===== src/rtl/parking_stay_scheduler.sv =====
// parking_stay_scheduler
//
// Purpose:
//   Shares one free-running parking timer between NUM_SLOTS bays. Each bay
//   timestamps the timer on entry and computes its stay duration on exit.
//   Completed stays are queued per bay and handed out one at a time over a
//   valid/ready port, chosen round-robin. Stays of 2^TW ticks or more are
//   flagged as long and their duration saturates to 2^TW-1.
//
// Ports:
//   clk          system clock
//   reset        synchronous active-low reset (sampled on clk rising edge)
//   timer_count  shared timer, advances by at most 1 per cycle, wraps
//   entry_pulse  per-bay one-cycle pulse: car entered
//   exit_pulse   per-bay one-cycle pulse: car left
//   occupied     per-bay: bay currently holds a car
//   out_valid    a completed stay is being presented
//   out_ready    consumer accepts the presented stay
//   out_slot     bay index of the presented stay
//   out_elapsed  stay duration in timer ticks (saturated when long)
//   out_long     stay reached or exceeded 2^TW ticks
//   err          one-cycle pulse when any illegal event was seen last cycle

module parking_stay_scheduler #(
    parameter int NUM_SLOTS = 4,
    parameter int TW        = 10,
    parameter int SW        = 2
) (
    input  logic                 clk,
    input  logic                 reset,
    input  logic [TW-1:0]        timer_count,
    input  logic [NUM_SLOTS-1:0] entry_pulse,
    input  logic [NUM_SLOTS-1:0] exit_pulse,
    output logic [NUM_SLOTS-1:0] occupied,
    output logic                 out_valid,
    input  logic                 out_ready,
    output logic [SW-1:0]        out_slot,
    output logic [TW-1:0]        out_elapsed,
    output logic                 out_long,
    output logic                 err
);

    typedef enum logic {
        SLOT_IDLE     = 1'b0,
        SLOT_OCCUPIED = 1'b1
    } slotState_t;

    // Per-bay state
    slotState_t           r_slotState     [NUM_SLOTS];
    slotState_t           w_slotStateNext [NUM_SLOTS];
    logic [TW-1:0]        r_start         [NUM_SLOTS];
    logic [TW-1:0]        r_dur           [NUM_SLOTS];
    logic [NUM_SLOTS-1:0] r_pending;
    logic [NUM_SLOTS-1:0] r_long;
    logic [NUM_SLOTS-1:0] r_durLong;

    // Shared state
    logic [TW-1:0]        r_prevTimer;
    logic [SW-1:0]        r_rrPtr;
    logic                 r_outValid;
    logic [SW-1:0]        r_outSlot;
    logic [TW-1:0]        r_outElapsed;
    logic                 r_outLong;
    logic                 r_err;

    // Event classification and arbitration
    logic [NUM_SLOTS-1:0] w_entryOk;
    logic [NUM_SLOTS-1:0] w_exitOk;
    logic [NUM_SLOTS-1:0] w_illegal;
    logic [NUM_SLOTS-1:0] w_wrapHit;
    logic [NUM_SLOTS-1:0] w_grantMask;
    logic                 w_outFree;
    logic                 w_grantFound;
    logic [SW-1:0]        w_grantIdx;
    logic [SW-1:0]        w_rrNext;

    // Classify this cycle's pulses against each bay's current state.
    // An idle bay can only accept an entry, so a simultaneous exit is the
    // illegal half; an occupied bay can only accept an exit, so a
    // simultaneous entry is the illegal half. An exit is refused while the
    // previous result of that bay is still waiting to be delivered.
    // The wrap hit fires on the exact tick the timer returns to the entry
    // timestamp, i.e. after a full 2^TW ticks of stay.
    always_comb begin
        w_entryOk = '0;
        w_exitOk  = '0;
        w_illegal = '0;
        w_wrapHit = '0;
        for (int i = 0; i < NUM_SLOTS; i++) begin
            if (r_slotState[i] == SLOT_IDLE) begin
                w_entryOk[i] = entry_pulse[i];
                w_illegal[i] = exit_pulse[i];
            end else begin
                w_wrapHit[i] = (timer_count == r_start[i]) &&
                               (r_prevTimer == r_start[i] - TW'(1));
                w_exitOk[i]  = exit_pulse[i] && !r_pending[i];
                w_illegal[i] = entry_pulse[i] || (exit_pulse[i] && r_pending[i]);
            end
        end
    end

    // Bay FSM: state register.
    always_ff @(posedge clk) begin
        for (int i = 0; i < NUM_SLOTS; i++) begin
            if (!reset) begin
                r_slotState[i] <= SLOT_IDLE;
            end else begin
                r_slotState[i] <= w_slotStateNext[i];
            end
        end
    end

    // Bay FSM: next-state logic.
    always_comb begin
        for (int i = 0; i < NUM_SLOTS; i++) begin
            w_slotStateNext[i] = r_slotState[i];
            case (r_slotState[i])
                SLOT_IDLE: begin
                    if (w_entryOk[i]) begin
                        w_slotStateNext[i] = SLOT_OCCUPIED;
                    end
                end
                SLOT_OCCUPIED: begin
                    if (w_exitOk[i]) begin
                        w_slotStateNext[i] = SLOT_IDLE;
                    end
                end
                default: begin
                    w_slotStateNext[i] = SLOT_IDLE;
                end
            endcase
        end
    end

    // Bay FSM: outputs.
    always_comb begin
        occupied = '0;
        for (int i = 0; i < NUM_SLOTS; i++) begin
            occupied[i] = (r_slotState[i] == SLOT_OCCUPIED);
        end
    end

    // Round-robin pick among bays with a pending result, starting at the
    // pointer. Only searched when the output register can be reloaded,
    // which also covers the handshake cycle so results flow back to back.
    always_comb begin : arbiterSearch
        int idx;
        idx          = 0;
        w_outFree    = !r_outValid || out_ready;
        w_grantFound = 1'b0;
        w_grantIdx   = '0;
        w_grantMask  = '0;
        w_rrNext     = r_rrPtr;
        if (w_outFree) begin
            for (int k = 0; k < NUM_SLOTS; k++) begin
                idx = (int'(r_rrPtr) + k) % NUM_SLOTS;
                if (!w_grantFound && r_pending[idx]) begin
                    w_grantFound     = 1'b1;
                    w_grantIdx       = SW'(idx);
                    w_grantMask[idx] = 1'b1;
                    w_rrNext         = SW'((idx + 1) % NUM_SLOTS);
                end
            end
        end
    end

    // Timestamps, durations, pending queue and the output register.
    // The long flag of a finished stay is copied into r_durLong at exit so
    // that a re-entry (which clears r_long) cannot corrupt a result that is
    // still waiting to be delivered.
    always_ff @(posedge clk) begin
        if (!reset) begin
            r_prevTimer  <= '0;
            r_rrPtr      <= '0;
            r_outValid   <= 1'b0;
            r_outSlot    <= '0;
            r_outElapsed <= '0;
            r_outLong    <= 1'b0;
            r_err        <= 1'b0;
            r_pending    <= '0;
            r_long       <= '0;
            r_durLong    <= '0;
            for (int i = 0; i < NUM_SLOTS; i++) begin
                r_start[i] <= '0;
                r_dur[i]   <= '0;
            end
        end else begin
            r_prevTimer <= timer_count;
            r_err       <= |w_illegal;
            for (int i = 0; i < NUM_SLOTS; i++) begin
                if (w_entryOk[i]) begin
                    r_start[i] <= timer_count;
                    r_long[i]  <= 1'b0;
                end else if (w_wrapHit[i]) begin
                    r_long[i]  <= 1'b1;
                end
                if (w_exitOk[i]) begin
                    if (r_long[i] || w_wrapHit[i]) begin
                        r_dur[i]     <= '1;
                        r_durLong[i] <= 1'b1;
                    end else begin
                        r_dur[i]     <= timer_count - r_start[i];
                        r_durLong[i] <= 1'b0;
                    end
                end
            end
            // A granted bay had pending=1, an exiting bay had pending=0,
            // so the clear and the set never hit the same bit.
            r_pending <= (r_pending & ~w_grantMask) | w_exitOk;
            if (w_outFree) begin
                if (w_grantFound) begin
                    r_outValid   <= 1'b1;
                    r_outSlot    <= w_grantIdx;
                    r_outElapsed <= r_dur[w_grantIdx];
                    r_outLong    <= r_durLong[w_grantIdx];
                    r_rrPtr      <= w_rrNext;
                end else begin
                    r_outValid   <= 1'b0;
                end
            end
        end
    end

    assign out_valid   = r_outValid;
    assign out_slot    = r_outSlot;
    assign out_elapsed = r_outElapsed;
    assign out_long    = r_outLong;
    assign err         = r_err;

endmodule


===== config.mk =====
export PLATFORM = sky130hd
export DESIGN_NAME = parking_stay_scheduler
export DESIGN_NICKNAME = d
export VERILOG_FILES = /design/src/rtl/parking_stay_scheduler.sv
export SDC_FILE = /design/constraint.sdc
export NUM_CORES = 1
export LEC_CHECK = 0
export CORE_MARGIN = 2
export CORE_UTILIZATION = 45
export DETAILED_ROUTE_END_ITERATION = 7
export PLACE_DENSITY = 0.63
export SYNTH_ARGS = -nofsm -noshare
export SYNTH_HDL_FRONTEND = slang
export SYNTH_SLANG_ARGS = --single-unit

===== constraint.sdc =====
create_clock -name clk -period 2.62 [get_ports clk]
set_input_delay 0.786 -clock clk [delete_from_list [all_inputs] [get_ports clk]]
set_output_delay 0.786 -clock clk [all_outputs]
set_load 0.01 [all_outputs]

Yosys cells after proc, flatten, opt, wreduce, memory -nomap -nowiden
Memories as Yosys holds them, arrays and structs flattened. A register that Yosys moved wholly into a read port is not among the register bits.
Cells that the tools add are included.
- register bits after elaboration: 29
- logic and storage cells: 260
- RAM bits: 84
- bits of input ports: 21
- memories: 3
- add/subtract/negate cells: 14
- eq/ne operators: 8
- order comparisons: 9
- reductions and logical operators: 48
- muxes and demuxes: 133
- bitwise operators: 30
- memory list (name ; depth ; width ; read ports ; clocked after memory_dff ; write ports ; RTL line ; RTL):
    r_dur ; 4 ; 10 ; 1 ; 1 ; 4 ; 52 ; logic [TW-1:0] r_dur [NUM_SLOTS];
    r_start ; 4 ; 10 ; 4 ; 0 ; 4 ; 51 ; logic [TW-1:0] r_start [NUM_SLOTS];
    r_slotState ; 4 ; 1 ; 4 ; 0 ; 4 ; 49 ; slotState_t r_slotState [NUM_SLOTS];
- operators with widths (cell ; count):
    10-bit 2-to-1 mux ; 12
    1-bit 2-to-1 mux ; 91
    10-bit equality test ; 8
    10-bit by 1-bit subtractor with 10-bit output, second input constant ; 4
    10-bit subtractor ; 4
    4-bit 2-to-1 mux ; 8
    1-bit logical AND ; 19
    2-bit 2-to-1 mux ; 9
    1-bit bitwise OR ; 16
    4-bit bitwise OR ; 4
    2-bit OR reduction ; 7
    3-bit by 4-bit less-than comparator with 1-bit output, second input constant ; 3
    2-bit adder, second input constant ; 5
    1-bit binary-select mux with 2-bit select ; 5
    3-bit by 1-bit greater-or-equal comparator with 1-bit output, second input constant ; 3
    1-bit logical NOT ; 9
    1-bit logical OR ; 9
    1-bit demux with 2-bit select ; 4
    1-bit one-hot mux with 2 select lines ; 4
    2-bit by 3-bit less-than comparator with 1-bit output, second input constant ; 2
    1-bit NOT ; 5
    4-bit bitwise AND ; 1
    4-bit NOT ; 1
    4-bit nonzero test ; 1
    6 further kinds ; 8

Depth between registers and ports, before layout
Gate-level depths: netlist of the first run.
- word-level depth: 20
- depth in mapped cells: 12

Least setup slack after synthesis of the first run
Ideal clock, no wire load.
- path type: register to register
- start: register r_rrPtr[0]
- end: register r_outElapsed[4], in the netlist out_elapsed[4] (read register of r_dur)
- path slack: -216 ps
- arrival: 2703 ps
- path buffers: 3
- setup time: 133 ps
- stages on the path, launching flop included: 13
- required time: 2487 ps
- period minus slack after synthesis: 2836 ps
- cells stage by stage: dfxtp_1 buf_4 inv_1 ha_1 mux4_2 nor2b_4 o21ai_2 o2bb2a_4 buf_6 buf_6 mux2_4 nand4_1 o211ai_1
- word-level cells in the longest chain between the ends: 17
- elaborated cells between the ends (all ways): 34
- ends and longest elaborated chain (item ; RTL line ; RTL):
    start: declaration ; 59 ; logic [SW-1:0] r_rrPtr;
    start signal: assignment ; 216 ; r_rrPtr <= w_rrNext;
    parallel branches: the longest is 17 deep, another holds 2-bit by 1-bit adder with 2-bit output ; -- ;
    end: declaration ; 62 ; logic [TW-1:0] r_outElapsed;
Parallel ways; which one is timed is not known. The select of a mux whose other input is x is not followed.
A chain may end at the register's enable or synchronous reset.

Worst setup path after layout of the first run
- start: register r_rrPtr[0]
- end: register r_outElapsed[9], in the netlist out_elapsed[9] (read register of r_dur)
The elaborated chain is that of the path after synthesis.

==> results.cfg, run 1 <==
[route]
wl_met3_um = 1210
ant_nets = 0
routed.top_layer = met4
drt-met1-wl_um = 10100
drtIter0Drc = 504
drtPass1Iterations = 5
wirelength_um = 22800
drc = 0
vias_per_cell = 5.44
wl_met2_um = 11100
num_vias = 6832
drt-wirelength-per-cell_um = 18.2

[global_route]
grt_max_degree = 36
grt_pass1_wl_um = 34800
grt_pass1_vias = 6389
antenna_found_initial = 0
overflow = 0
grt_usage_pct = 25.0

[yosys]
seq_area_frac_synth_pct = 40.7
synth_area_per_cell_um2 = 9.35
synthCells = 858
synth.distinct_cells = 62
syn_area_um2 = 8020
synth_flop_cell = edfxtp_1
ys_async_sr_fraction_pct = 0
ys_ff_latch = 123
yosys_warnings = 0
synth_nets = 931
synth_edf_count = 80

[sta]
slew_headroom_pct = 61.9
worstMarginPinSlew_ns = 0.570
rsz0062_at_grt = yes
post-route-period-util_pct = 97.3
finalHoldViolations = 0
finalSetupViolations = 0
holdWs_ns = 0.477
clock_skew_ns = 0.0108
fmax_mhz = 392
post-route-min-period_ns = 2.55
setup_ws_ns = 0.0699
slew_viol_final = 0

[floorplan]
start_util_pct = 46.2
fp-row-count = 48
die_y_um = 138
core_region_area_um2 = 17400
dieArea_um2 = 18900
boundaryPins = 40
die_x_um = 138

[cts]
path_clk_slew_ns = 0.06
cts_root_buf = clkbuf_16
htree_levels = 4
cts_made_buffers = 17
clk_path_buf_depth = 2
cts_tree = built
ctsHoldBuffers = 0
cts_sinks = 123
insertion_delay_ns = 0.43

[setup_path]
cp_slowest_cell = mux4_2
worstSetupPathType = flop to flop
worstPathRequired_ns = 2.91
cpPeakStageDelay_ns = 0.51
critical_path.max_fanout = 7
worst_ep_arrival_time_ns = 2.84
cp-end-kind = flop
cp-start-kind = flop
path_cells = clkinvlp_4 > ha_4 > mux4_2 > nand2b_1 > a21oi_1 > o2bb2a_2 > buf_4 > mux2i_1 > a221oi_1

[flow_run]
maxCapViolCount = 0

[power_and_ir_drop]
pwr_density_cell_nw_per_um2 = 717
leakage_nw = 4.31
finalPower_mw = 7.44
ir_worst_vdd_uv = 528

[finish]
layout_common_cells = buf_4 (140), nor2_1 (84), edfxtp_1 (80)
layout.cells.non_filler = 1255
nets = 1090
num-fill-cells = 1521
drive_gt1_share_pct = 22.0
antenna_cells = 0
area_growth_pct = 29.4
layout_commonest_cell = buf_4

[placement]
io_buffers = 39
hpwl_um = 17600
gp_congestion = 0.959
place_inst = 1212
place_ws_ns = -0.692

[run_status]
status = completed

[worst_hold_path]
hold_path.class = flop to flop
## sequential cells by signal, indices dropped and copies added (netlist names)
signal	cells
r_durLong	4
out_slot	2
out_long	1
out_valid	1
r_start	40
out_elapsed	10
err	1
r_prevTimer	10
r_slotState	4
r_dur	40
r_long	4
r_pending	4
r_rrPtr	2
## what timing repair did
action,4_1_cts,5_1_grt
cloned,0,2
hold endpoints to repair,0,0
endpoints found under the setup margin,51,48
setup buffers,2,7
pin swaps,7,16
resized for setup,24,35
## routing by layer
layer / vias up / GRT usage [%]
met5: - / 0
met4: 0 / 8.13
met3: 31 / 3.94
li1: 3395 / -
met1: 3180 / 32.8
met2: 226 / 42.2
## final timing paths
| check | start | end | slack [ns] | cells past startpoint |
|---|---|---|---|---|
| setup / recovery | r_rrPtr[0]$_SDFFE_PN0P_ | out_elapsed[9]$_SDFFE_PN0P_ | 0.07 | 9 |
| hold / removal | out_elapsed[8]$_SDFFE_PN0P_ | out_elapsed[8]$_SDFFE_PN0P_ | 0.48 | 2 |
| setup reg to reg | r_rrPtr[0]$_SDFFE_PN0P_ | out_elapsed[9]$_SDFFE_PN0P_ | 0.07 | 9 |
| hold reg to reg | out_elapsed[8]$_SDFFE_PN0P_ | out_elapsed[8]$_SDFFE_PN0P_ | 0.48 | 2 |
## metrics by stage
step                TNS (ns)  util (%)  instance area (um^2)
global placement      -26.50      54.9                  9530
CTS                        0      58.8                 10200
floorplan            -0.0318         -                  8050
finish                     0      59.8                 10400
global route         -0.0500      59.8                 10400
detailed placement    -28.67      54.9                  9530
## cells in the mapped netlist, types with 6 or more instances
cell	count	area share [%]
a21oi_1	57	3.6
a221oi_1	9	0.98
a22oi_1	7	0.66
a31oi_1	12	0.94
buf_2	6	0.37
buf_4	6	0.56
clkbuf_1	30	1.4
dfxtp_1	43	11
edfxtp_1	80	30
ha_1	48	7.5
inv_1	61	2.9
mux2i_1	23	2.9
nand2_1	55	2.6
nand2b_1	17	1.3
nand3_1	21	1.3
nand4_1	20	1.6
nor2_1	86	4.0
nor2b_1	16	1.2
nor3_1	20	1.2
nor4_1	9	0.70
o211ai_1	9	0.84
o21a_1	10	0.94
o21ai_0	49	3.1
xnor2_1	52	5.7
xor2_1	32	3.5
## where the power goes
| group | internal, mW | leakage, nW | total [mW] | switching (mW) |
|---|---|---|---|---|
| sequential | 2.28 | 1.21 | 2.45 | 0.167 |
| clock | 1.39 | 0.278 | 2.30 | 0.905 |
| combinational | 1.33 | 2.83 | 2.69 | 1.36 |
## cells by family (layout without fill, tap and decap cells)
logic type / Yosys count / in the layout / share of synthesized area (%)
compound gates: 196 / 197 / 15.5
xor+xnor: 84 / 84 / 9.17
fa+ha+maj: 52 / 52 / 8.48
buf+inv: 105 / 276 / 5.47
flops: 123 / 123 / 40.7
mux: 32 / 32 / 4.63
simple gates: 266 / 266 / 16.1
## critical path, delay by kind of cell (launching register included)
kind,cells,cell delay (ns)
mux,2,0.79
compound gates,3,0.60
flops,1,0.35
fa+ha+maj,1,0.32
buf+inv,2,0.23
simple gates,1,0.11
## layout make-up
class	instances	area, um^2	share of cell area (%)
Inverter	61	233	2.24
Clock buffer	17	425	4.10
Timing Repair Buffer	183	1490	14.3
Multi-Input combinational cell	631	4530	43.7
Sequential cell	123	3270	31.5
Clock inverter	15	150	1.45
Tap cell	225	282	2.71
Note: power is estimated with default switching activity, not from simulation.
==> run 2: changes to the inputs <==
--- a/config.mk
+++ b/config.mk
@@ -5,6 +5,7 @@
 export SDC_FILE = /design/constraint.sdc
 export NUM_CORES = 1
 export LEC_CHECK = 0
+export CAP_MARGIN = 10
 export CORE_MARGIN = 2
 export CORE_UTILIZATION = 45
 export DETAILED_ROUTE_END_ITERATION = 7
==> results of run 2 <==
No change in the layout: final DEF, timing and power equal those of run 1.
==> run 3: changes to the inputs <==
--- a/config.mk
+++ b/config.mk
@@ -7,9 +7,9 @@
 export LEC_CHECK = 0
 export CAP_MARGIN = 10
 export CORE_MARGIN = 2
-export CORE_UTILIZATION = 45
+export CORE_UTILIZATION = 57
 export DETAILED_ROUTE_END_ITERATION = 7
-export PLACE_DENSITY = 0.63
+export PLACE_DENSITY = 0.74
 export SYNTH_ARGS = -nofsm -noshare
 export SYNTH_HDL_FRONTEND = slang
 export SYNTH_SLANG_ARGS = --single-unit
==> constraint.sdc (replaced) <==
create_clock -name clk -period 3.2 [get_ports clk]
set_input_delay 0.96 -clock clk [delete_from_list [all_inputs] [get_ports clk]]
set_output_delay 0.96 -clock clk [all_outputs]
set_load 0.01 [all_outputs]
==> run 3 against run 2 <==
Clock skew is 0.0043 ns lower. Combinational power is 28% lower. Final cell count is 8.0% lower. Via count is 0.18% lower. Die area is 20% lower. Largest power group is now registers.
==> results.cfg, run 3 (synthesis results as in run 1) <==
[route]
num_vias = 6820
vias_per_cell = 5.90
drt-wirelength-per-cell_um = 19.3
drc = 0
ant_nets = 0
drtIter0Drc = 507
drtPass1Iterations = 7
wirelength_um = 22300

[floorplan]
boundaryPins = 40
dieArea_um2 = 15000
die_y_um = 123
fp-row-count = 43
start_util_pct = 58.0
die_x_um = 123
core_region_area_um2 = 13800

[power_and_ir_drop]
ir_worst_vdd_uv = 395
finalPower_mw = 5.75
leakage_nw = 4.00
pwr_density_cell_nw_per_um2 = 594

[sta]
worstMarginPinSlew_ns = 0.727
finalHoldViolations = 0
holdWs_ns = 0.479
post-route-min-period_ns = 3.07
rsz0062_at_grt = no
finalSetupViolations = 0
tns_ns = 0
post-route-period-util_pct = 96.1
slew_viol_final = 0
clock_skew_ns = 0.00643
fmax_mhz = 325
setup_ws_ns = 0.125
slew_headroom_pct = 51.1

[placement]
dpl_cell_area_um2 = 9130
place_ws_ns = -0.262
hpwl_um = 17100
place_inst = 1123
io_buffers = 39
gp_congestion = 0.934

[finish]
antenna_cells = 0
biggestRegsByFlops = r_dur: 40 flops, r_start: 40 flops
layout_common_cells = buf_4 (88), nor2_1 (86), edfxtp_1 (80)
area_growth_pct = 20.7
regArea_um2 = 3260
utilization_pct = 70.0
drive_gt1_share_pct = 14.4
num-fill-cells = 1056
nets = 1035
multi_input_area_um2 = 4330
final_cell_area_um2 = 9690
layout.cells.non_filler = 1155
layout_commonest_cell = buf_4

[setup_path]
worst_ep_arrival_time_ns = 3.32
cp-start-kind = primary input
worstSetupPathType = primary input to flop
cp-end-kind = flop
worstReg2RegEnd = r_dur[2][0]$_SDFFCE_PN0P_
critical_path.max_fanout = 9
worstReg2RegStart = r_start[2][2]$_SDFFCE_PN0P_
r2r_slack_ns = 0.34
r2r_cells = 7
worstSetupStartpoint = timer_count[1]
worstPathRequired_ns = 3.44

[flow_run]
maxCapViolCount = 0

[cts]
insertion_delay_ns = 0.41
postCtsSetupBuffers = 0
path_clk_slew_ns = 0.06
clk_path_buf_depth = 2
cts_root_buf = clkbuf_16
cts_made_buffers = 17
cts_sinks = 123
cts_tree = built
htree_levels = 4

[global_route]
overflow = 0
grt_max_degree = 50
grt_usage_pct = 31.1
grt_pass1_vias = 6609
antenna_found_initial = 0
grt_pass1_wl_um = 35200

[worst_hold_path]
hold_path.class = flop to flop
hold-path-cell-count = 2
hp-start = out_elapsed[8]$_SDFFE_PN0P_
whs_endpoint = out_elapsed[8]$_SDFFE_PN0P_

[run_status]
status = completed
run 3: changes by cell type in the layout (fill, tap and decap cells not counted), moves of 3 or more:
cell,delta
ha_4,-7
o21ai_1,-6
dlygate4sd2_1,-4
a21oi_2,-7
o21ai_0,+6
clkinv_4,-3
clkdlybuf4s50_1,+8
a21oi_1,+7
ha_1,+7
buf_4,-52
run 3: cell type report:
cell class,instances,area share (%)
Clock buffer,18,4.43
Clock inverter,14,1.25
Timing Repair Buffer,129,11.3
Sequential cell,123,33.7
Inverter,61,2.36
Tap cell,180,2.33
Multi-Input combinational cell,630,44.7
run 3: layer usage:
layer / track usage [%] / routed length (um) / up-vias
li1: - / - / 3298
met1: 40.5 / 9630 / 3202
met2: 51.6 / 10800 / 267
met3: 5.39 / 1140 / 53
met4: 12.6 / 687 / 0
met5: 0 / 0 / -
run 3: repair_timing:
action,in CTS,in global routing
hold buffers,0,0
setup endpoints to repair,0,2
gates resized for setup,0,2
run 3: worst max-delay path by stage:
stage                                        to  slack (ns)
floorplan           out_elapsed[4]$_SDFFE_PN0P_        0.36
global placement      r_dur[2][8]$_SDFFCE_PN0P_       -0.19
detailed placement    r_dur[2][0]$_SDFFCE_PN0P_       -0.26
CTS                   r_dur[2][0]$_SDFFCE_PN0P_        0.15
global route              r_dur[3][8]$_DFFE_PP_        0.03
finish                r_dur[2][0]$_SDFFCE_PN0P_        0.13
run 3: power breakdown:
part / switching, mW / internal (mW) / leakage (nW)
registers: 0.150 / 1.86 / 1.21
clock network: 0.744 / 1.07 / 0.263
logic: 1.02 / 0.903 / 2.53
total: 1.92 / 3.83 / 4.00
run 3: worst max-delay path, stage by stage:
cell and delay, ns:
clkdlybuf4s50_1 0.50, buf_4 0.20, ha_1 0.28, and4_1 0.19, nand4_1 0.11, nor4_1 0.30
o2111ai_1 0.25, and2_1 0.33, a21oi_1 0.20
